File: src/rtl/tt_descr_pkg.sv
// Shared types and constants for the XOR descrambler: FSM states, default
// sync word / LFSR seed, and the keystream LFSR tap positions.
package tt_descr_pkg;

    typedef enum logic [1:0] {
        HUNT = 2'd0,
        DATA = 2'd1,
        PAR  = 2'd2
    } descr_state_t;

    localparam logic [7:0] DEF_SYNC_WORD = 8'hA5;
    localparam logic [6:0] DEF_LFSR_SEED = 7'h7F;

    localparam int LFSR_TAP_HI = 6;
    localparam int LFSR_TAP_LO = 5;

    // One keystream step: shift left, feedback is the XOR of the two taps.
    function automatic logic [6:0] lfsr7_next(input logic [6:0] state);
        return {state[5:0], state[LFSR_TAP_HI] ^ state[LFSR_TAP_LO]};
    endfunction

endpackage

File: src/rtl/descrambler_lfsr7.sv
// 7-bit Fibonacci LFSR producing the descrambler keystream; load wins over step.
module descrambler_lfsr7
    import tt_descr_pkg::*;
#(
    parameter logic [6:0] RESET_VAL = DEF_LFSR_SEED
) (
    input  logic       clk,
    input  logic       rst_n,
    input  logic       load,
    input  logic       step,
    input  logic [6:0] seed,
    output logic       key
);

    logic [6:0] state_r;

    // Keystream state register with load-over-step priority.
    always_ff @(posedge clk or negedge rst_n) begin
        if (!rst_n) begin
            state_r <= RESET_VAL;
        end else if (load) begin
            state_r <= seed;
        end else if (step) begin
            state_r <= lfsr7_next(state_r);
        end else begin
            state_r <= state_r;
        end
    end

    assign key = state_r[LFSR_TAP_HI];

endmodule

File: src/rtl/tt_um_xor_descrambler.sv
// Receive-side XOR descrambler: hunts for the sync word, then descrambles a frame.
// Optional trailing even-parity check is built when PARITY_CHECK_EN is defined.
module tt_um_xor_descrambler
    import tt_descr_pkg::*;
#(
    parameter logic [7:0] SYNC_WORD     = DEF_SYNC_WORD,
    parameter int         PAYLOAD_BYTES = 4,
    parameter logic [6:0] LFSR_SEED     = DEF_LFSR_SEED
) (
    input  logic [7:0] ui_in,
    output logic [7:0] uo_out,
    input  logic [7:0] uio_in,
    output logic [7:0] uio_out,
    output logic [7:0] uio_oe,
    input  logic       ena,
    input  logic       clk,
    input  logic       rst_n
);

    localparam logic [7:0] LAST_BYTE = 8'(PAYLOAD_BYTES - 1);

    logic [1:0]   sync1_r, sync2_r;
    logic         prev_r;
    logic         rise_s, bit_s, key_s, data_bit_s;
    logic         lfsr_load_s, lfsr_step_s;
    logic [7:0]   new_window_s, new_byte_s;
    descr_state_t state_r;
    logic [7:0]   window_r;
    logic [6:0]   byte_sr_r;
    logic [2:0]   bit_cnt_r;
    logic [7:0]   byte_cnt_r;
    logic [7:0]   uo_r;
    logic         byte_valid_r, in_frame_r, frame_done_r;
    logic         parity_err_s;
    wire          unused_s = &{1'b0, ena, uio_in, ui_in[7:2]};

    // Two-flop synchronizer on rx_bit/rx_strobe plus strobe history for edge detect.
    always_ff @(posedge clk or negedge rst_n) begin
        if (!rst_n) begin
            sync1_r <= 2'b00;
            sync2_r <= 2'b00;
            prev_r  <= 1'b0;
        end else begin
            sync1_r <= ui_in[1:0];
            sync2_r <= sync1_r;
            prev_r  <= sync2_r[1];
        end
    end

    assign rise_s       = sync2_r[1] & ~prev_r;
    assign bit_s        = sync2_r[0];
    assign data_bit_s   = bit_s ^ key_s;
    assign new_window_s = {window_r[6:0], bit_s};
    assign new_byte_s   = {byte_sr_r, data_bit_s};
    assign lfsr_load_s  = rise_s && (state_r == HUNT) && (new_window_s == SYNC_WORD);
    assign lfsr_step_s  = rise_s && (state_r == DATA);

    descrambler_lfsr7 #(.RESET_VAL(LFSR_SEED)) u_lfsr (
        .clk   (clk),
        .rst_n (rst_n),
        .load  (lfsr_load_s),
        .step  (lfsr_step_s),
        .seed  (LFSR_SEED),
        .key   (key_s)
    );

`ifdef PARITY_CHECK_EN
    logic run_xor_r;
    logic parity_err_r;

    // Running XOR of descrambled payload bits and the sticky parity verdict.
    always_ff @(posedge clk or negedge rst_n) begin
        if (!rst_n) begin
            run_xor_r    <= 1'b0;
            parity_err_r <= 1'b0;
        end else if (rise_s && state_r == HUNT) begin
            run_xor_r    <= 1'b0;
            parity_err_r <= parity_err_r;
        end else if (rise_s && state_r == DATA) begin
            run_xor_r    <= run_xor_r ^ data_bit_s;
            parity_err_r <= parity_err_r;
        end else if (rise_s && state_r == PAR) begin
            run_xor_r    <= run_xor_r;
            parity_err_r <= (bit_s != run_xor_r);
        end else begin
            run_xor_r    <= run_xor_r;
            parity_err_r <= parity_err_r;
        end
    end

    assign parity_err_s = parity_err_r;
`else
    assign parity_err_s = 1'b0;
`endif

    // Frame FSM: sync hunt, payload descrambling and registered status strobes.
    always_ff @(posedge clk or negedge rst_n) begin
        if (!rst_n) begin
            state_r      <= HUNT;
            window_r     <= 8'h00;
            byte_sr_r    <= 7'h00;
            bit_cnt_r    <= 3'd0;
            byte_cnt_r   <= 8'd0;
            uo_r         <= 8'h00;
            byte_valid_r <= 1'b0;
            in_frame_r   <= 1'b0;
            frame_done_r <= 1'b0;
        end else begin
            byte_valid_r <= 1'b0;
            frame_done_r <= 1'b0;
            if (rise_s) begin
                case (state_r)
                    HUNT: begin
                        window_r <= new_window_s;
                        if (new_window_s == SYNC_WORD) begin
                            state_r    <= DATA;
                            bit_cnt_r  <= 3'd0;
                            byte_cnt_r <= 8'd0;
                            in_frame_r <= 1'b1;
                        end
                    end
                    DATA: begin
                        byte_sr_r <= new_byte_s[6:0];
                        bit_cnt_r <= bit_cnt_r + 3'd1;
                        if (bit_cnt_r == 3'd7) begin
                            uo_r         <= new_byte_s;
                            byte_valid_r <= 1'b1;
                            byte_cnt_r   <= byte_cnt_r + 8'd1;
                            if (byte_cnt_r == LAST_BYTE) begin
`ifdef PARITY_CHECK_EN
                                state_r <= PAR;
`else
                                state_r      <= HUNT;
                                frame_done_r <= 1'b1;
                                in_frame_r   <= 1'b0;
                                window_r     <= 8'h00;
`endif
                            end
                        end
                    end
`ifdef PARITY_CHECK_EN
                    PAR: begin
                        state_r      <= HUNT;
                        frame_done_r <= 1'b1;
                        in_frame_r   <= 1'b0;
                        window_r     <= 8'h00;
                    end
`endif
                    default: begin
                        state_r  <= HUNT;
                        window_r <= 8'h00;
                    end
                endcase
            end
        end
    end

    assign uo_out  = uo_r;
    assign uio_out = {4'b0000, parity_err_s, frame_done_r, in_frame_r, byte_valid_r};
    assign uio_oe  = 8'h0F;

endmodule

File: config.mk
export PLATFORM = sky130hd
export DESIGN_NAME = tt_um_xor_descrambler
export DESIGN_NICKNAME = d
export VERILOG_FILES = /design/src/rtl/tt_descr_pkg.sv /design/src/rtl/descrambler_lfsr7.sv /design/src/rtl/tt_um_xor_descrambler.sv
export SDC_FILE = /design/constraint.sdc
export NUM_CORES = 1
export LEC_CHECK = 0
export ABC_AREA = 1
export CAP_MARGIN = 20
export CORE_MARGIN = 1.5
export CORE_UTILIZATION = 40
export CTS_CLUSTER_DIAMETER = 30
export DETAILED_ROUTE_END_ITERATION = 16
export DONT_BUFFER_PORTS = 1
export GPL_TIMING_DRIVEN = 0
export MAX_ROUTING_LAYER = met4
export PLACE_DENSITY_LB_ADDON = 0.25
export SYNTH_ARGS = -nofsm -noshare
export SYNTH_HDL_FRONTEND = slang
export SYNTH_SLANG_ARGS = --single-unit
File: constraint.sdc
create_clock -name clk -period 1.2 [get_ports clk]
set_input_delay 0.06 -clock clk [delete_from_list [all_inputs] [get_ports clk]]
set_output_delay 0.06 -clock clk [all_outputs]
set_load 0.05 [all_outputs]
==> flow_summary.ini <==
[run_status]
outcome = finished with violations
violations = setup timing

[global_routing]
grt_first_pass_wirelength_um = 7260
grt_max_degree = 49
grt_pass1_vias = 1590
grt_use_total_pct = 15.5
overflow = 0
antenna_found_initial = 0

[logic_synthesis]
ys.flop_type = dfrtp_1
synth-seq-area-share_pct = 53.6
synth_edf_count = 0
synth.top_cells.by_count = nand2_1, dfrtp_1, nand3_1
yosysTopAreaCellShare_pct = 45.4
async_flop_share_pct = 100
synth_cell_type_count = 27
yosysMostFrequentCell = nand2_1
avgSynthCellArea_um2 = 9.18
ys_top_cells_by_area = dfrtp_1, nand2_1, dfstp_2
synth_cells = 246
yosysTopAreaCell = dfrtp_1
ys_ff_latch = 48
yosys_warnings = 0
syn_area_um2 = 2260

[sta]
setup_viol = 35
tns_ns = -3.45
finalCritPeriodShare_pct = 112
rsz0062_at_grt = true
drv_slew = 0
hold_viol_final = 0
setup_ws_ns = -0.146
worst_hold_slack_ns = 0.269
skew_ns = 0.00751
fin_crit_ns = 1.35
timing.fmax_mhz = 743

[floorplan]
start_util_pct = 41.3
die_area_um2 = 6110
rows = 27
fp.dieW_um = 78.1
die_h_um = 78.1
ioPinCount = 43
core_area_um2 = 5470

[routing]
met1_length_um = 1940
highest_layer = met4
postRouteAntennaNets = 0
drt_iter0_markers = 100
route.detailed.drc = 0
dr_total_vias = 1642
wl_um = 4220
route.met2.wl_um = 2040
vias_per_cell = 4.61
met3_wirelength_um = 162
wire_per_inst_um = 11.8
dr.pass1.iters = 4

[pwr]
switchingPower_uw = 831
pwr-share-clk_pct = 39.3
p_seq_share_pct = 49.8
switching_share_pct = 23.8
total_power_mw = 3.49
peakVddDrop_mv = 0.872
p_comb_share_pct = 10.9
p_leak_nw = 1.45
power_density_nw_per_um2 = 1210
p_int_mw = 2.66

[clock_tree]
cts.sinks = 48
clkTransAtPathRegs_ns = 0.09
htreeDepth = 2
clockBufferDepth = 2
insertion_delay_ns = 0.30
cts_tree = done
clockRootBuffer = clkbuf_8
cts_buffers = 5

[final_layout]
antennaDiodeCount = 0
drive_gt1_share_pct = 38.4
fin_util_pct = 52.8
nNetsFinal = 305
stdcell_area_um2 = 2890
syn2layout_area_growth_pct = 28.0

[worst_setup_path]
path_max_fanout = 10
end_kind = flop
crit_start = prev_r$_DFF_PN0_
r2r-start = prev_r$_DFF_PN0_
start_kind = flop
path_class = flop to flop
cp.required_ns = 1.39
critPathArrivalTime_ns = 1.54

[placed_design]
place_area_um2 = 2400
dp_hpwl_um = 2620
io_buffers = 0
routabilityCongestion = 0.747

[min_path]
hold_path_class = primary input to async pin

[run]
maxCapViolCount = 0
logic make-up (layout without fill, tap and decap cells):
| logic type | Yosys count | in the layout | share of synthesized area, % |
|---|---|---|---|
| compound gates | 22 | 22 | 5.87 |
| xor+xnor | 4 | 4 | 1.55 |
| fa+ha+maj | 3 | 3 | 1.66 |
| buf+inv | 45 | 72 | 11.5 |
| flops | 48 | 48 | 53.6 |
| other cells | 2 | 13 | 0.333 |
| simple gates | 122 | 122 | 25.5 |
registers in the layout (all words and copies together) (netlist names), 2 cells and up:
register / count
bit_cnt_r: 3
byte_cnt_r: 8
byte_sr_r: 7
sync1_r: 2
sync2_r: 2
u_lfsr.state_r: 7
uo_out: 8
window_r: 7
area by class of cell:
class / count / area (µm²)
Fill cell: 504 / 2580
Sequential cell: 48 / 1210
Multi-Input combinational cell: 164 / 993
Timing Repair Buffer: 19 / 185
Buffer: 22 / 178
Inverter: 23 / 101
Tap cell: 72 / 90.1
Clock buffer: 6 / 72.6
Clock inverter: 2 / 60.1
through the flow:
| step | setup slack (ns) | instances |
|---|---|---|
| global route | -0.210 | 356 |
| detailed placement | -0.378 | 329 |
| CTS | -0.158 | 349 |
| global placement | -0.366 | 329 |
| floorplan | -0.137 | 257 |
| finish | -0.146 | 356 |
per-layer routing:
layer / vias to the layer above / track usage (%)
li1: 818 / -
met1: 782 / 18.6
met2: 33 / 25.3
met3: 9 / 3.14
met4: 0 / 6.96
met5: - / -
final timing paths:
check | endpoint | slack, ns | cells after the start
max | window_r[6]$_DFFE_PN0P_ | -0.15 | 8
max in group asynchronous | u_lfsr.state_r[1]$_DFFE_PN1P_ | 0.65 | 2
min | prev_r$_DFF_PN0_ | 0.27 | 2
min in group clk | sync1_r[1]$_DFF_PN0_ | 0.31 | 1
max reg2reg | window_r[6]$_DFFE_PN0P_ | -0.15 | 8
min reg2reg | sync2_r[1]$_DFF_PN0_ | 0.36 | 0
cell usage in the layout (no fill, tap or decap), drive strengths merged:
master and n:
buf 37, a21oi 2, bufinv 2, nand4 1
conb 13, nor3 1, clkbuf 7, dfstp 7
dlygate4sd3 3, o21ai 20, nor2 16, ha 3
inv 22, dfrtp 41, nand3 31, clkinv 1
xor2 4, nand2 73
worst max-delay path: stages (launching register included):
cell and delay [ns]:
dfrtp_1 0.40, inv_2 0.08, nand2_4 0.08, nor2_4 0.15, buf_4 0.13, inv_1 0.05, buf_2 0.19, nand3_2 0.09
o21ai_1 0.06
power by group through the flow:
stage               registers [mW]  logic, mW  clock network (mW)
floorplan                     1.75      0.233                   0
global placement              1.76      0.249                   0
detailed placement            1.76      0.252                   0
CTS                           1.73      0.338                1.39
global route                  1.75      0.416                1.46
finish                        1.74      0.380                1.37
timing repair:
action	CTS	global route
hold endpoints to repair	50	0
hold buffers	4	0
pin swaps	12	10
cloned	1	0
resized for setup	40	15
endpoints found under the setup margin	41	41
setup buffers	7	7
(Power assumes the default switching activity.)
